### config.mk
export PLATFORM = sky130hd
export DESIGN_NAME = spram_banked_fifo
export DESIGN_NICKNAME = d
export VERILOG_FILES = /design/src/rtl/spram_banked_fifo.sv
export SDC_FILE = /design/constraint.sdc
export NUM_CORES = 1
export LEC_CHECK = 0
export BUFFER_PORTS_ARGS = -buffer_cell sky130_fd_sc_hd__buf_2
export CAP_MARGIN = 25
export CORE_ASPECT_RATIO = 0.5
export CORE_UTILIZATION = 55
export DETAILED_ROUTE_END_ITERATION = 8
export GPL_TIMING_DRIVEN = 0
export PLACE_DENSITY_LB_ADDON = 0.3
export RECOVER_POWER = 25
export SLEW_MARGIN = 30
export SYNTH_ARGS = -nofsm -noshare
export SYNTH_HDL_FRONTEND = slang
export SYNTH_SLANG_ARGS = --single-unit
### constraint.sdc
create_clock -name clk -period 12.3 [get_ports clk]
set_input_delay 2.46 -clock clk [delete_from_list [all_inputs] [get_ports clk]]
set_output_delay 2.46 -clock clk [all_outputs]
set_load 0.005 [all_outputs]
### src/rtl/spram_banked_fifo.sv
// Valid/ready FIFO over two interleaved single-port RAM banks (even/odd words)
// with a 2-entry registered output buffer. Define SPRAM_FIFO_PARITY_EN for stored parity + par_err.
module spram_banked_fifo #(
  parameter int DATA_W    = 32,
  parameter int DEPTH     = 16,
  parameter int AF_THRESH = DEPTH - 2,
  parameter int ADDR_W    = $clog2(DEPTH),
  parameter int LVL_W     = $clog2(DEPTH + 3)
) (
  input  logic              clk,
  input  logic              rst,
  input  logic              flush,
  input  logic              in_valid,
  output logic              in_ready,
  input  logic [DATA_W-1:0] in_data,
  output logic              out_valid,
  input  logic              out_ready,
  output logic [DATA_W-1:0] out_data,
  output logic [LVL_W-1:0]  level,
  output logic              almost_full,
  output logic              empty
`ifdef SPRAM_FIFO_PARITY_EN
  ,
  output logic              par_err
`endif
);
`ifdef SPRAM_FIFO_PARITY_EN
  localparam int MEM_W = DATA_W + 1;
`else
  localparam int MEM_W = DATA_W;
`endif
  localparam int ROW_W  = ADDR_W - 1;
  localparam int BANK_D = DEPTH / 2;
  localparam logic [ADDR_W:0]  FULL_CNT = (ADDR_W+1)'(DEPTH);
  localparam logic [LVL_W-1:0] AF_LVL   = LVL_W'(AF_THRESH);

  logic [ADDR_W:0]        wp_q, rp_q, ram_cnt;
  logic                   rd_pend_q, rd_bank_q, rd_turn_q;
  logic [1:0]             buf_cnt_q, buf_cnt_d;
  logic [1:0][DATA_W-1:0] buf_q, buf_d;
  logic [LVL_W-1:0]       level_q, level_d;
  logic                   af_q, empty_q;
  logic                   pop, rd_req, wr_try, conflict, rd_go, push;
  logic [2:0]             occ;
  logic [MEM_W-1:0]       wword, cap_word;
  logic [DATA_W-1:0]      cap_data;
  logic [1:0]             bank_we, bank_re;
  logic [1:0][ROW_W-1:0]  bank_addr;
  logic [1:0][MEM_W-1:0]  bank_rdata;

  assign ram_cnt   = wp_q - rp_q;
  assign out_valid = (buf_cnt_q != 2'd0);
  assign pop       = out_valid && out_ready && !flush;
  // buffer slots already committed after this cycle's pop
  assign occ       = 3'(buf_cnt_q) + 3'(rd_pend_q) - 3'(pop);
  assign rd_req    = (ram_cnt != '0) && (occ < 3'd2) && !flush;
  assign wr_try    = in_valid && rst && !flush && (ram_cnt != FULL_CNT);
  assign conflict  = rd_req && wr_try && (wp_q[0] == rp_q[0]);
  // rd_turn_q=0 lets write win; it toggles on every conflict so the sides alternate
  assign rd_go     = rd_req && !(conflict && !rd_turn_q);
  assign in_ready  = rst && !flush && (ram_cnt != FULL_CNT) && !(conflict && rd_turn_q);
  assign push      = in_valid && in_ready;

`ifdef SPRAM_FIFO_PARITY_EN
  assign wword = {^in_data, in_data};
`else
  assign wword = in_data;
`endif
  assign cap_word = bank_rdata[rd_bank_q];
  assign cap_data = cap_word[DATA_W-1:0];

  for (genvar b = 0; b < 2; b++) begin : g_bank
    logic [MEM_W-1:0] mem_q [BANK_D];
    logic [MEM_W-1:0] rdata_q;
    assign bank_we[b]    = push  && (wp_q[0] == 1'(b));
    assign bank_re[b]    = rd_go && (rp_q[0] == 1'(b));
    assign bank_addr[b]  = bank_we[b] ? wp_q[ADDR_W-1:1] : rp_q[ADDR_W-1:1];
    assign bank_rdata[b] = rdata_q;
    always_ff @(posedge clk) begin
      if (bank_we[b])      mem_q[bank_addr[b]] <= wword;
      else if (bank_re[b]) rdata_q <= mem_q[bank_addr[b]];
    end
  end

  always_comb begin
    buf_d     = buf_q;
    buf_cnt_d = buf_cnt_q;
    case ({rd_pend_q, pop})
      2'b01: begin
        buf_d[0]  = buf_q[1];
        buf_cnt_d = buf_cnt_q - 2'd1;
      end
      2'b10: begin
        if (buf_cnt_q == 2'd0) buf_d[0] = cap_data;
        else                   buf_d[1] = cap_data;
        buf_cnt_d = buf_cnt_q + 2'd1;
      end
      2'b11: begin
        if (buf_cnt_q == 2'd1) buf_d[0] = cap_data;
        else begin
          buf_d[0] = buf_q[1];
          buf_d[1] = cap_data;
        end
      end
      default: ;
    endcase
    if (flush) buf_cnt_d = 2'd0;
    level_d = flush ? '0 : level_q + LVL_W'(push) - LVL_W'(pop);
  end

  always_ff @(posedge clk or negedge rst) begin
    if (!rst) begin
      wp_q      <= '0;
      rp_q      <= '0;
      rd_pend_q <= 1'b0;
      rd_bank_q <= 1'b0;
      buf_cnt_q <= 2'd0;
      buf_q     <= '0;
      level_q   <= '0;
      af_q      <= 1'b0;
      empty_q   <= 1'b1;
    end else begin
      if (flush) begin
        wp_q      <= '0;
        rp_q      <= '0;
        rd_pend_q <= 1'b0;
      end else begin
        if (push)  wp_q <= wp_q + 1'b1;
        if (rd_go) begin
          rp_q      <= rp_q + 1'b1;
          rd_bank_q <= rp_q[0];
        end
        rd_pend_q <= rd_go;
      end
      buf_cnt_q <= buf_cnt_d;
      buf_q     <= buf_d;
      level_q   <= level_d;
      af_q      <= (level_d >= AF_LVL);
      empty_q   <= (level_d == '0);
    end
  end

  always_ff @(posedge clk or negedge rst) begin
    if (!rst)          rd_turn_q <= 1'b0;
    else if (conflict) rd_turn_q <= ~rd_turn_q;
  end

`ifdef SPRAM_FIFO_PARITY_EN
  logic par_err_q;
  always_ff @(posedge clk or negedge rst) begin
    if (!rst)                         par_err_q <= 1'b0;
    else if (flush)                   par_err_q <= 1'b0;
    else if (rd_pend_q && ^cap_word)  par_err_q <= 1'b1;
  end
  assign par_err = par_err_q;
`endif

  assign out_data    = buf_q[0];
  assign level       = level_q;
  assign almost_full = af_q;
  assign empty       = empty_q;
endmodule

== Word level (Yosys, flattened, before mapping) ==
Memories as Yosys holds them, arrays and structs flattened. A register that Yosys moved wholly into a read port is not among the register bits.
Index checks and enable logic that the tools add are counted.

* Add/subtract/negate cells: 9
* Bitwise operators: 6
* Order comparisons: 3
* Mux-type cells: 22
* Equal/unequal tests: 9
* Reductions and logical operators: 38

{| class="wikitable"
|+ Operator list
! cell !! count
|-
| 32-bit two-way mux || 6
|-
| 32-bit case mux with 3 select lines || 1
|-
| 32-bit case mux with 2 select lines || 1
|-
| 5-bit two-way mux || 5
|-
| 1-bit logical AND || 20
|-
| 5-bit by 1-bit adder with 5-bit output, second input constant || 2
|-
| 2-bit AND reduction || 4
|-
| 2-bit nonzero test || 4
|-
| 3-bit two-way mux || 2
|-
| 2-bit inequality test, second input constant || 3
|-
| 1-bit inverter || 6
|-
| 3-bit nonzero test || 2
|-
| 5-bit by 1-bit adder with 5-bit output || 1
|-
| 5-bit by 4-bit >= comparator with 1-bit output, second input constant || 1
|-
| 5-bit zero test || 1
|-
| 1-bit two-way mux || 5
|-
| 5-bit inequality test, second input constant || 1
|-
| 5-bit nonzero test || 1
|-
| 5-bit by 1-bit subtractor with 5-bit output || 1
|-
| 5-bit subtractor || 1
|-
| 2-bit by 1-bit == test with 1-bit output, second input constant || 2
|-
| 2-bit == test, second input constant || 2
|-
| 1-bit zero test || 4
|-
| 2-bit case mux with 2 select lines || 1
|-
| other kinds (10) || 10
|}

* Output and inout port bits: 41
* Bits of input ports: 37
* Memories: 2
* Register bits after elaboration: 86
* Memory bits (writable): 512

{| class="wikitable"
|+ Memory list
! memory !! depth !! bits a word !! read ports !! clocked after Yosys merged registers in !! write ports !! RTL line !! source
|-
| g_bank[0].mem_q || 8 || 32 || 1 || 1 || 1 || 73 || <nowiki>logic [MEM_W-1:0] mem_q [BANK_D];</nowiki>
|-
| g_bank[1].mem_q || 8 || 32 || 1 || 1 || 1 || 73 ||
|}

== Longest topological paths before layout ==
* Word-level depth: 17
* Gate-level depth with buffers: 20
* Depth with buffers taken out: 20

== Least setup slack after synthesis ==
Ideal clock, no wire load.

* Path kind: in2reg
* Start point: input port flush
* End point: memory g_bank[1].mem_q[0][0] in the netlist's numbering (enable)
* Setup slack: 4.074 ns
* Data required time: 11.799 ns
* Arrival time: 7.725 ns
* Library setup time: 0.501 ns
* Stages on the path: 12
* Path through: clkbuf_1 nor2_1 xnor2_1 nand2_1 fa_1 xor2_1 nor3b_1 and2_1 a311oi_4 nand2_2 buf_2 nor4_1

* Longest elaborated chain between the ends: 15
* Elaborated cells between the ends (all ways): 20

{| class="wikitable"
|+ Ends and longest elaborated chain
! item !! RTL line !! source
|-
| start: declaration || 12 || <nowiki>input logic flush,</nowiki>
|-
| 1-bit zero test (*) || -- ||
|-
| 1-bit logical AND || 53 || <nowiki>assign pop = out_valid && out_ready && !flush;</nowiki>
|-
| 3-bit by 1-bit subtractor with 3-bit output || 55 || <nowiki>assign occ = 3'(buf_cnt_q) + 3'(rd_pend_q) - 3'(pop);</nowiki>
|-
| 3-bit by 2-bit less-than comparator with 1-bit output || 56 || <nowiki>assign rd_req = (ram_cnt != '0) && (occ < 3'd2) && !flush;</nowiki>
|-
| 1-bit logical AND (2 in series) || 56 ||
|-
| 1-bit logical AND (2 in series) || 58 || <nowiki>assign conflict = rd_req && wr_try && (wp_q[0] == rp_q[0]);</nowiki>
|-
| 1-bit logical AND || 61 || <nowiki>assign in_ready = rst && !flush && (ram_cnt != FULL_CNT) && !(conflict && rd_turn_q);</nowiki>
|-
| 1-bit zero test || 61 ||
|-
| 1-bit logical AND (*) || 61 ||
|-
| 1-bit logical AND (*) || 62 || <nowiki>assign push = in_valid && in_ready;</nowiki>
|-
| 1-bit logical AND (*) || 75 || <nowiki>assign bank_we[b] = push && (wp_q[0] == 1'(b));</nowiki>
|-
| 1-bit two-way mux || 80 || <nowiki>if (bank_we[b]) mem_q[bank_addr[b]] <= wword;</nowiki>
|-
| 1-bit two-way mux (not written as such) || 80 ||
|-
| end: declaration || 73 ||
|}

Mark *: on every way between the ends. The rest lies on a longest branch, timed or not.

== Worst setup path in the final report ==
* Start point: input port rst
* End point: output port in_ready

* Longest elaborated chain between the ends: 8
* Elaborated cells between the ends (all ways): 10

{| class="wikitable"
|+ Ends and longest elaborated chain
! item !! RTL line !! source
|-
| start: declaration || 11 || <nowiki>input logic rst,</nowiki>
|-
| 1-bit logical AND (3 in series) || 57 || <nowiki>assign wr_try = in_valid && rst && !flush && (ram_cnt != FULL_CNT);</nowiki>
|-
| 1-bit logical AND (2 in series) || 58 ||
|-
| 1-bit logical AND || 61 ||
|-
| 1-bit zero test || 61 ||
|-
| 1-bit logical AND (*) || 61 ||
|-
| end: declaration || 14 || <nowiki>output logic in_ready,</nowiki>
|}

Marked as above.

==> impl_metrics.toml <==
[placed_design]
numPortBuffers = 76
routabilityCongestion = 0.873
dpl_cell_area_mm2 = 0.0284
dp_slack_ps = 4730
dp.cells = 2573
dp_hpwl_um = 47900

[timing]
rsz0062_at_grt = "false"
relSlewSlack_pct = -32.5
slew_viol_final = 35
period_share_pct = 62.4
finalClockSkew_ps = 29.3
fin_tns_setup_ps = 0
hold_viol = 0
layout_min_cycle_time_ps = 7680
fin_ws_ps = 4620
fmax_mhz = 130
setup_viol = 0
tightest_slew_ps = 1990

[layout]
area_delta_synth_final_pct = 13.8
final_cells = 2678
final_area_mm2 = 0.0302
final_common_cell = "edfxtp_1"
layout-drive-gt1-share_pct = 14.3
utilization_pct = 63.9
antenna_cells = 0
final_cell_mix = "edfxtp_1, a211oi_1, and3_1"
nets = 2044

[drt]
drt-initial-drc-count = 2394
drtPass1Iterations = 6
ant_nets = 0
drt-total-wl_um = 69200
via_per_inst = 6.36
route.detailed.drc = 0
vias = 17039
wire_per_inst_um = 25.9

[clocking]
cts.sinks = 662
cts_hold_buf = 0
postCtsSetupRepairBufs = 0
clkTransAtPathRegs_ps = 70
cts_root_buf = "clkbuf_16"
clk_path_buf_depth = 3
cts_buffers = 56
insertion_delay_ps = 620
ctsResizeCount = 0
cts_tree = "done"
htree_levels = 2

[floorplan]
ios = 78
dieArea_mm2 = 0.0491
die_w_um = 312
rows = 56
core_mm2 = 0.0472
die_y_um = 157
start_util_pct = 56.2

[pwr]
sw_frac_of_total_pct = 26.7
p_leak_nw = 10.4
ir_worst_vdd_uv = 108
power.density_mw_per_mm2 = 178
seqPwrFrac_pct = 50.5
p_switching_mw = 1.43
clkPwrFrac_pct = 32.9
combPwrFrac_pct = 16.6
p_int_mw = 3.93

[setup_path]
critical_path_required_ps = 9840
cp-end-kind = "output pin"
cp-start-kind = "input port"
critPathArrivalTime_ps = 5220
worstSetupPathType = "in -> out"
worst-path-max-fanout = 35

[synth]
synth_edf_count = 576
synthesis.nets = 1849
avgSynthCellArea_um2 = 14.7
ys_async_sr_fraction_pct = 13.0
synth-seq-cells = 662
syn_area_mm2 = 0.0265
synth_cell_types = 48
synth_ff_type = "edfxtp_1"
yosysWarnings = 0
ys_seq_area_share_pct = 73.4
synthCells = 1798

[grt]
grt_pass1_wl_um = 100000
antenna_found_initial = 0
grt_overflow = 0
grt_usage_pct = 28.1
grt_start_max_net_pins = 55
grt_pass1_vias = 16194

[run_status]
violations = "max-capacitance violations, max-slew violations"
status = "complete, but fails checks"

[min_path]
hold_class = "reg -> reg"

[job]
max-cap-violations = 1
==> worst max-delay path: stages <==
cell and delay (ps):
clkbuf_1 1400, nand3b_1 420, nor3b_1 550, a2111oi_0 190
buf_2 170
==> cell type report <==
class | count | area (um2)
inverters | 15 | 56.3
repair buffers | 137 | 967
plain buffers | 170 | 810
fillers | 3309 | 17000
clock buffers | 70 | 1470
well taps | 638 | 798
flip-flops and latches | 662 | 19400
clock inverters | 35 | 319
multi-input cells | 951 | 6280
==> cell usage after synthesis, types with 6 or more instances <==
master	n	share of area [%]
edfxtp_1	576	65
a211oi_1	258	7.3
and3_1	257	6.1
clkbuf_1	99	1.4
dfrtp_1	85	8.0
nor2_1	84	1.2
a21oi_1	75	1.4
nor4_1	67	1.6
nand2_1	51	0.72
o21ai_0	36	0.68
buf_2	35	0.66
mux2i_1	35	1.3
buf_4	34	0.96
inv_1	15	0.21
ha_1	12	0.57
nor3_1	10	0.19
xnor2_1	9	0.30
xor2_1	6	0.20
==> state kept, by name (all words and copies together) (netlist names), 2 cells and up <==
name and flops:
level 5, buf_cnt_q 2, rp_q 5, wp_q 5, g_bank.mem_q 512, g_bank.rdata_q 64, out_data 32, buf_q 32
==> layer usage <==
layer	wire, um	vias up	GRT usage (%)	part of all wire (%)
li1	-	7419	-	-
met1	28100	8360	40.7	41
met2	29700	1099	41.2	43
met3	9320	161	7.76	13
met4	2090	0	9.38	3.0
met5	0	-	0	0
==> metrics by stage <==
| stage | hold WS (ps) | power, mW |
|---|---|---|
| CTS | 487 | 5.36 |
| detailed placement | 473 | 3.64 |
| global placement | 468 | 3.60 |
| global route | 505 | 5.56 |
| floorplan | 451 | 3.29 |
| finish | 480 | 5.36 |
==> power by group through the flow <==
stage | clock network [mW] | registers, mW | logic, mW
finish | 1.77 | 2.71 | 0.893
floorplan | 0 | 2.73 | 0.562
global route | 1.85 | 2.72 | 0.993
global placement | 0 | 2.75 | 0.846
CTS | 1.77 | 2.71 | 0.889
detailed placement | 0 | 2.75 | 0.884
==> logic make-up after synthesis <==
kind of cell / synth area share [%]
AOI/OAI and AO/OA: 9.95
xor gates and xnor gates: 0.581
adders and majority gates: 0.718
buffers and inverters: 3.27
DFF: 73.4
muxes: 1.72
and+or+nand+nor: 10.4
==> worst paths after layout <==
kind,startpoint,end,slack [ps],depth (start not counted)
setup reg to reg,buf_cnt_q[1],g_bank[1].mem_q[2][13],6320,18
hold / removal,out_data[16],out_data[16],480,2
max in group asynchronous,rst,level[2],8760,1
hold reg to reg,out_data[16],out_data[16],480,2
setup / recovery,rst,in_ready,4620,5
min in group asynchronous,rst,out_data[6],2400,1
Power figures use the tool's default switching activity.
